`config.mk`:
```
export PLATFORM = sky130hd
export DESIGN_NAME = tl_phase_sequencer
export DESIGN_NICKNAME = d
export VERILOG_FILES = /design/src/rtl/tl_phase_sequencer.sv
export SDC_FILE = /design/constraint.sdc
export NUM_CORES = 1
export LEC_CHECK = 0
export CORE_MARGIN = 3
export CORE_UTILIZATION = 43
export CTS_CLUSTER_SIZE = 20
export DETAILED_ROUTE_END_ITERATION = 16
export PLACE_DENSITY_LB_ADDON = 0.1
export SYNTH_ARGS = -nofsm -noshare
export SYNTH_HDL_FRONTEND = slang
export SYNTH_SLANG_ARGS = --single-unit
```
`constraint.sdc`:
```
create_clock -name i_clk -period 2.2 [get_ports i_clk]
set_input_delay 0.33 -clock i_clk [delete_from_list [all_inputs] [get_ports i_clk]]
set_output_delay 0.33 -clock i_clk [all_outputs]
set_load 0.05 [all_outputs]
```
`src/rtl/tl_phase_sequencer.sv`:
```
// rtl/tl_phase_sequencer.sv - registered phase controller for a two-approach intersection
// Optional pedestrian request latch enabled by defining TL_PED_EN.
module tl_phase_sequencer #(
  parameter int CW = 4
) (
  input  logic          i_clk,
  input  logic          i_reset,
  input  logic          i_enable,
  input  logic          i_car2,
  input  logic          i_car4,
  input  logic          i_ped_req,
  input  logic [CW-1:0] i_d1,
  input  logic [CW-1:0] i_d2,
  input  logic [CW-1:0] i_d3,
  input  logic [CW-1:0] i_d4,
  output logic [1:0]    o_state,
  output logic [1:0]    o_l13,
  output logic [1:0]    o_l24,
  output logic [CW-1:0] o_remaining,
  output logic          o_ped_ack
);

  typedef enum logic [1:0] {
    G13 = 2'b00,
    Y13 = 2'b01,
    G24 = 2'b10,
    Y24 = 2'b11
  } phase_t;

  phase_t        r_state;
  logic [CW-1:0] r_remaining;
  logic          w_ped_pend;
  logic          w_demand;
  logic          w_g24_entry;

  // A zero delay still occupies one cycle, so the load value is max(d,1)-1.
  function automatic logic [CW-1:0] f_load(input logic [CW-1:0] d);
    return (d == '0) ? '0 : d - CW'(1);
  endfunction

  assign w_demand    = i_car2 | i_car4 | w_ped_pend;
  assign w_g24_entry = i_enable && (r_state == Y13) && (r_remaining == '0);

  always_ff @(posedge i_clk) begin
    if (!i_reset) begin
      r_state     <= G13;
      r_remaining <= f_load(i_d1);
    end else if (i_enable) begin
      if (r_remaining != '0) begin
        r_remaining <= r_remaining - CW'(1);
      end else begin
        case (r_state)
          G13: if (w_demand) begin
            r_state     <= Y13;
            r_remaining <= f_load(i_d2);
          end
          Y13: begin
            r_state     <= G24;
            r_remaining <= f_load(i_d3);
          end
          G24: begin
            r_state     <= Y24;
            r_remaining <= f_load(i_d4);
          end
          default: begin
            r_state     <= G13;
            r_remaining <= f_load(i_d1);
          end
        endcase
      end
    end
  end

`ifdef TL_PED_EN
  logic r_ped_pend;
  logic r_ped_ack;

  // The latch keeps listening while frozen; a request on the G24 entry edge is already served.
  always_ff @(posedge i_clk) begin
    if (!i_reset) begin
      r_ped_pend <= 1'b0;
      r_ped_ack  <= 1'b0;
    end else begin
      r_ped_ack <= w_g24_entry & (r_ped_pend | i_ped_req);
      if (w_g24_entry) begin
        r_ped_pend <= 1'b0;
      end else if (i_ped_req) begin
        r_ped_pend <= 1'b1;
      end
    end
  end

  assign w_ped_pend = r_ped_pend;
  assign o_ped_ack  = r_ped_ack;
`else
  logic w_unused_ped;

  assign w_unused_ped = i_ped_req ^ w_g24_entry;
  assign w_ped_pend   = 1'b0;
  assign o_ped_ack    = 1'b0;
`endif

  assign o_state     = r_state;
  assign o_remaining = r_remaining;

  always_comb begin
    o_l13 = 2'b00;
    o_l24 = 2'b00;
    case (r_state)
      G13:     o_l13 = 2'b10;
      Y13:     o_l13 = 2'b01;
      G24:     o_l24 = 2'b10;
      default: o_l24 = 2'b01;
    endcase
  end

endmodule

```
Word-level counts from Yosys, hierarchy flattened:

Index checks and enable logic that the tools add are counted.

* input bits: 22
* register bits: 6
* memory bits (read-only): 0
* RAM bits: 0
* word-level logic and storage cells: 36
* latch bits: 0
* memories kept: 0
* output and inout bits: 11

* $mul: 0
* muxes and demuxes: 13
* shifts and indexed selects: 0
* div/mod/pow operators: 0
* $add $sub $neg: 5
* reduce and logical (&&, ||, !) cells: 9
* bitwise operators: 2
* magnitude comparators: 0
* equality and inequality tests: 5

Operator list (count)
* $mux W4: 8
* $sub A4 B1 Y4 const B: 5
* $logic_not A4 Y1: 4
* $pmux W4 S3: 1
* $pmux W2 S2: 2
* $pmux W2 S3: 1
* $ne A4 B4 Y1 const B: 1
* $reduce_bool A4 Y1: 1
* $reduce_and A3 Y1: 1
* $eq A2 B1 Y1 const B: 1
* $eq A2 B2 Y1 const B: 1
* $logic_not A2 Y1: 1
* $mux W2: 1
* $ne A2 B1 Y1 const B: 1
* $ne A2 B2 Y1 const B: 1
* $reduce_and A2 Y1: 1
* $reduce_or A2 Y1: 1
* $not A1 Y1: 1
* $or A1 B1 Y1: 1

Logic depth before layout (Yosys ltp):

Gate-level depths: netlist of the first run.

* word-level depth: 7
* mapped depth: 6
* mapped depth without buffers: 6

Worst setup path after synthesis of the first run:

OpenSTA, ideal clock, no wires.

* path kind: register to register
* start point: register r_state[0] (netlist: o_state[0])
* end point: register r_remaining[0] (netlist: o_remaining[0]) (enable)
* path slack: -15 ps
* arrival time: 1950 ps
* period minus slack after synthesis: 2215 ps
* library setup time: 266 ps
* cell stages (with the launch flop): 6
* data required time: 1934 ps
* path buffers: 0
* cell sequence: dfxtp_1 -> inv_1 -> ha_1 -> or3b_2 -> o21ai_0 -> nand2_1

* longest elaborated chain between the ends: 3

RTL lines
* start: declaration: line 30 `phase_t r_state;`
* start signal: assignment: line 46 `r_state <= G13;`
* start signal: assignment: line 54 `r_state <= Y13;`
* start signal: assignment: line 58 `r_state <= G24;`
* $logic_not A2 Y1: line 52 `case (r_state)`
* $ne A4 B4 Y1 (no line)
* $reduce_and A2 Y1 (no line)
* end signal: assignment: line 50 `r_remaining <= r_remaining - CW'(1);`
* end signal: assignment: line 55 `r_remaining <= f_load(i_d2);`
* end signal: assignment: line 59 `r_remaining <= f_load(i_d3);`
* end: declaration: line 31 `logic [CW-1:0] r_remaining;`

Every way passes these cells.
A chain may end at the register's enable or synchronous reset.

Worst setup path after layout of the first run:

* start point: register r_state[0] (netlist: o_state[0])
* end point: output port o_l24[0]

* longest elaborated chain between the ends: 3
* elaborated cells on any way between the ends: 5
* classes of those cells: eq/ne (2); mux (1); reduce/logical (2)

RTL lines
* $eq A2 B1 Y1 or $logic_not A2 Y1 (tied branches): line 109 `case (r_state)`
* $reduce_or A2 Y1 (no line)
* $pmux W2 S2 *: line 109
* end: declaration: line 18 `output logic [1:0] o_l24,`

Mark *: on every way between the ends. The rest lies on a longest branch, timed or not.

==> metrics, run 1 <==
Non-Filler Instances=roughly 170; Main synth FF type=edfxtp_1; Crit path largest cell delay=840 ps; CP Capture Type=output pin; Cell Area, Synth=853 µm²; setup TNS=0 ps; max_cap viols=0; crit path DAT=1760 ps; PD cells=432 nW/µm²; clk buf depth=2; die area=2550 µm²; antenna-violating nets left=0; final worst path period need=2090 ps; worst-path cell chain=ha_1 > clkdlybuf4s50_1; io pins=33; initial antenna violation count=0; M1 GR Usage=0.237; Slew HR=0.665; CP bufs+invs=1; CTS clk-pin slew, worst paths=40 ps; grt ovf=0; Root Buffer=clkbuf_4; largest net degree at the start of global routing=9; PortBufs=30; synthesized net count=around 140; initial core utilization=0.474; final number of hold-violating endpoints=0; vias per inst=between 5 and 6; Final setup viols=0; setup ws final=107 ps; Worst Hold Margin=about 520 ps; nets@finish=~180; final worst path period share=0.951; drt first pass iters=5; CP Max Fanout=6; ANT cells=0; Top Family by Delay on Critical Path=buffers and inverters; CTS Sinks=6; CP Class=reg -> out; number of synthesized flops with an enable pin=4; Worst Hold Class=reg -> reg; Core Footprint=1800 µm²; Post-Place Cells=162; Async S/R FF share, synth=0; die extent in x=50.5 µm; overall via count from detail_route=898; Seq/Total Area, Yosys=0.188; cells after synthesis=approximately 110; CTS Buf Count=3; Pleak=between 0.4 and 0.5 nW; number of global-route vias before repair=890; row cnt=15; Slowest cell on crit path=clkdlybuf4s50_1; Global Route met3 Usage=0.0386; starting DRC count in detailed routing=13; post_cts resized=0; RSZ-0062 raised after global routing=no; drt wl/cell=12.7 µm; syn avg cell area=~8 µm²; Worst Tran Pin Value=around 500 ps; clk_skew=between 8 and 9 ps; synthesized flop and latch total=6; gr busiest metal=met2; share of post-route cells with drive strength above 1=0.0851; status=complete, no violations; clk_lat worst skew=250 ps; GRT Total Usage=0.183; Remaining DRCs=0; hold_buf cts=0; WL final=2110 µm; CTS H-tree lvls=1; crit path launch type=flip-flop; dpl ws=approximately 160 ps; area grow syn2layout=41.1%; Critical Path RT=around 1900 ps; Max VDD drop=0.347 mV; DIE HEIGHT=a little over 50 µm; Yosys warning count=0; first-pass GRT wire length=3680 µm; FMAX=478 MHz; routability cong.=0.772; Slew Limit Fails=0; post-DP HPWL=1800 µm; unique cell type count in the Yosys netlist=37; met2 Use GR=0.311; CTS tree=done; Setup Buffers After CTS=0
-- sequential cells by signal, summed over array words and instances (netlist names) --
register and cells:
o_state 2, o_remaining 4
-- worst paths after layout --
path / from / to / slack [ps] / depth (start not counted)
min reg2reg: o_state[0]$_SDFFE_PN0P_ / o_state[0]$_SDFFE_PN0P_ / 520 / 2
min: o_state[0]$_SDFFE_PN0P_ / o_state[0]$_SDFFE_PN0P_ / 520 / 2
max: o_state[0]$_SDFFE_PN0P_ / o_l24[0] / 110 / 2
max reg2reg: o_remaining[0]$_DFFE_PP_ / o_remaining[1]$_DFFE_PP_ / 320 / 6
-- cells by family after synthesis --
family | synth area share
simple gates | 0.292
compound gates | 0.265
buf+inv | 0.0660
fa+ha+maj | 0.161
flops | 0.188
mux | 0.0235
other cells | 0.00439
-- layout make-up --
type	count	area (µm²)
fillers	160	598
well taps	25	31.3
multi-input cells	88	639
flip-flops and latches	6	160
clock buffers	4	26.3
inverters	13	48.8
repair buffers	30	298
-- synthesized netlist by cell type (all sizes together), types with 3 or more instances --
cell	count	area [µm²]
a21oi	5	25.0
edfxtp	4	120
ha	11	138
inv	13	48.8
nand2	3	11.3
nand2b	7	43.8
nor2	10	37.5
nor2b	8	50.1
nor3	5	25.0
o21ai	7	38.8
o31a	3	27.5
-- layout by cell type, fill, tap and decap left out, types with 3 or more instances in the layout --
cell type,n
nor2b_1,8
clkdlybuf4s50_1,29
clkbuf_4,3
a21oi_1,5
inv_1,13
o21ai_0,6
nand2_1,3
nor3_1,5
nand2b_1,7
ha_1,10
nor2_1,10
edfxtp_1,4
-- report_power, final --
part           switching, W  internal [W]
combinational      0.000136      0.000113
sequential        0.0000235      0.000139
clock             0.0000398     0.0000687
-- through the flow --
step / area [µm²] / power [W] / utilization
3_3_place_gp: 1180 / 0.000406 / 0.653
5_1_grt: 1200 / 0.000559 / 0.668
4_1_cts: 1200 / 0.000528 / 0.668
3_5_place_dp: 1180 / 0.000412 / 0.653
6_report: 1200 / 0.000520 / 0.668
2_1_floorplan: 856 / 0.000314 / -
-- metal layers --
metal	vias to the layer above	part of all wire
met5	-	0
met4	0	0
met3	0	0.055
met2	28	0.49
met1	408	0.46
li1	462	-
-- worst reg2reg max path, cell delays in order (launching register included) --
cell      delay, ps
edfxtp_1        440
inv_1            90
ha_1            240
or3b_2          490
o21ai_2         160
a32oi_1         110
o31a_1          120
(Power assumes the default switching activity.)
==> run 2: changes to the inputs <==
--- a/config.mk
+++ b/config.mk
@@ -9,7 +9,7 @@
 export CORE_UTILIZATION = 43
 export CTS_CLUSTER_SIZE = 20
 export DETAILED_ROUTE_END_ITERATION = 16
-export PLACE_DENSITY_LB_ADDON = 0.1
+export PLACE_DENSITY = 0.79
 export SYNTH_ARGS = -nofsm -noshare
 export SYNTH_HDL_FRONTEND = slang
 export SYNTH_SLANG_ARGS = --single-unit
==> run 2 against run 1 <==
Compared with the run above: register-to-register slack got worse by 30 ps; worst hold slack improved by 9.8 ps; combinational power about the same; global-route usage is 0.32 points higher.
==> metrics, run 2 (synthesis gave the netlist of run 1 again) <==
final number of hold-violating endpoints=0 (unchanged); CP bufs+invs=2 (was 1); reg2reg path depth=6 (unchanged); ANT cells=0 (unchanged); routability cong.=0.992 (was 0.772); most common cell after layout, fill and taps aside=clkdlybuf4s50_1 (unchanged); Pleak=0.512 nW (was 0.488 nW); overall via count from detail_route=896 (was 898); CTS Sinks=6 (unchanged); die extent in x=50.5 µm (unchanged); io pins=33 (unchanged); die area=2550 µm² (unchanged); Remaining DRCs=0 (unchanged); sequential power share=0.309 (was 0.312); max_cap viols=0 (unchanged); CP Max Fanout=6 (unchanged); Crit path largest cell delay=820 ps (was 840 ps); hold endpoint=o_state[0]$_SDFFE_PN0P_ (unchanged); initial core utilization=0.474 (unchanged); placed cell areas=1180 µm² (about the same); CP Capture Type=output pin (unchanged); DIE HEIGHT=50.5 µm (unchanged); CTS tree=done (unchanged); hold_buf cts=0 (unchanged); final instance area=1210 µm² (was 1200 µm²); Crit Reg-Reg Endpoint=o_remaining[1]$_DFFE_PP_ (unchanged); Worst Hold Class=reg -> reg (unchanged); final worst path period share=0.958 (was 0.951); GRT Total Usage=0.187 (was 0.183); reg2reg setup slack=290 ps (was 320 ps); final worst path period need=2110 ps (was 2090 ps); NetSw=0.000204 W (was 0.000199 W); largest net degree at the start of global routing=9 (unchanged); combinational group share of total power=0.478 (was 0.479); Core Footprint=1800 µm² (unchanged); CTS clk-pin slew, worst paths=50 ps (was 40 ps); first-pass GRT wire length=3770 µm (was 3680 µm); fill cell total of the finished layout=159 (was 160); hold depth=2 (unchanged); area grow syn2layout=42.2% (was 41.1%); Worst Tran Pin Value=501 ps (about the same); vias per inst=5.37 (was 5.41); Critical Path RT=1870 ps (about the same); Slowest cell on crit path=clkdlybuf4s50_1 (unchanged); worst r2r src=o_remaining[0]$_DFFE_PP_ (unchanged); number of global-route vias before repair=886 (was 890); PortBufs=30 (unchanged); Power Total=0.000524 W (was 0.000520 W); dpl ws=160 ps (was 156 ps); Max VDD drop=0.418 mV (was 0.347 mV); WL final=2230 µm (was 2110 µm); CTS H-tree lvls=1 (unchanged); RSZ-0062 raised after global routing=no (unchanged); CP Class=reg -> out (unchanged); initial antenna violation count=0 (unchanged); row cnt=15 (unchanged); share of post-route cells with drive strength above 1=0.0915 (was 0.0851); Root Buffer=clkbuf_4 (unchanged); starting DRC count in detailed routing=20 (was 13); Internal Power=0.000320 W (was 0.000321 W); Final setup viols=0 (unchanged); FMAX=474 MHz (was 478 MHz); Setup Buffers After CTS=0 (unchanged); setup TNS=0 ps (unchanged); most frequent cells in the layout=clkdlybuf4s50_1 (28), inv_1 (13), nor2_1 (10), ha_1 (10), nor2b_1 (8) (was clkdlybuf4s50_1 (29), inv_1 (13), nor2_1 (10), ha_1 (10), nor2b_1 (8)); status=complete, no violations (unchanged); min-delay src=o_state[0]$_SDFFE_PN0P_ (unchanged); Slew Limit Fails=0 (unchanged); worst-path cell chain=inv_1 > ha_2 > clkdlybuf4s50_1 (was ha_1 > clkdlybuf4s50_1); grt ovf=0 (unchanged); CTS Buf Count=3 (unchanged); nets@finish=176 (was 175); crit path DAT=1780 ps (was 1760 ps); crit path launch type=flip-flop (unchanged); Slew HR=0.665 (about the same); max reg flops=4 (unchanged); Sw Ratio=0.389 (was 0.383); clk_lat worst skew=250 ps (about the same); clk buf depth=2 (unchanged); antenna-violating nets left=0 (unchanged); drt wl/cell=13.3 µm (was 12.7 µm); Clk pwr share=0.214 (was 0.209); clk_skew=3.69 ps (was 8.36 ps); PD cells=432 nW/µm² (about the same); drt first pass iters=4 (was 5); post-DP HPWL=1850 µm (was 1800 µm); setup ws final=91.8 ps (was 107 ps); Top Family by Delay on Critical Path=buffers and inverters (unchanged)
run 2: worst register-to-register path, stage by stage (launching register included):
cell	delay, ps
edfxtp_1	450
inv_1	90
ha_1	220
or3b_2	500
o21ai_2	150
a32oi_1	110
o31a_1	130
run 2: layout make-up:
class	instances	area, µm²	share of cell area
Timing Repair Buffer	31	308	0.254
Multi-Input combinational cell	88	639	0.527
Clock buffer	4	26.3	0.0216
Inverter	13	48.8	0.0402
Tap cell	25	31.3	0.0258
Sequential cell	6	160	0.132
run 2: through the flow:
stage,utilization,hold WS (ps),cells
final,0.674,531,167
after global routing,0.674,578,167
after CTS,0.672,532,167
after floorplan,-,515,108
after detailed placement,0.658,508,163
after global placement,0.658,509,163
run 2: per-layer routing:
layer,track usage,part of all wire,vias up
li1,-,-,461
met1,0.227,0.46,408
met2,0.330,0.48,25
met3,0.0445,0.051,2
met4,0.0404,0.0076,0
met5,0,0,-
run 2: worst max path at each step:
stage / start / end / slack, ps / cells past startpoint
finish: o_state[1]$_SDFFE_PN0P_ / o_l13[1] / 90 / 3
global route: o_state[1]$_SDFFE_PN0P_ / o_l13[1] / 20 / 3
CTS: o_state[1]$_SDFFE_PN0P_ / o_l13[0] / 80 / 3
detailed placement: i_d3[0] / o_remaining[1]$_DFFE_PP_ / 160 / 7
global placement: i_d3[0] / o_remaining[1]$_DFFE_PP_ / 170 / 7
floorplan: o_state[1]$_SDFFE_PN0P_ / o_remaining[3]$_DFFE_PP_ / 80 / 5
run 2: power by group through the flow:
stage,clock (W),combinational (W),sequential (W)
6_report,0.000112,0.000250,0.000162
5_1_grt,0.000123,0.000271,0.000165
4_1_cts,0.000113,0.000250,0.000161
3_5_place_dp,0,0.000249,0.000164
3_3_place_gp,0,0.000245,0.000163
2_1_floorplan,0,0.000110,0.000205
run 2: what timing repair did:
action / 4_1_cts / 5_1_grt
gates resized for setup: 0 / 1
setup endpoints to repair: 0 / 1
hold endpoints to repair: 0 / 0
==> run 3: changes to the inputs <==
--- a/config.mk
+++ b/config.mk
@@ -7,7 +7,6 @@
 export LEC_CHECK = 0
 export CORE_MARGIN = 3
 export CORE_UTILIZATION = 43
-export CTS_CLUSTER_SIZE = 20
 export DETAILED_ROUTE_END_ITERATION = 16
 export PLACE_DENSITY = 0.79
 export SYNTH_ARGS = -nofsm -noshare
==> results of run 3 <==
No change in the layout: final DEF, timing and power equal those of run 2.
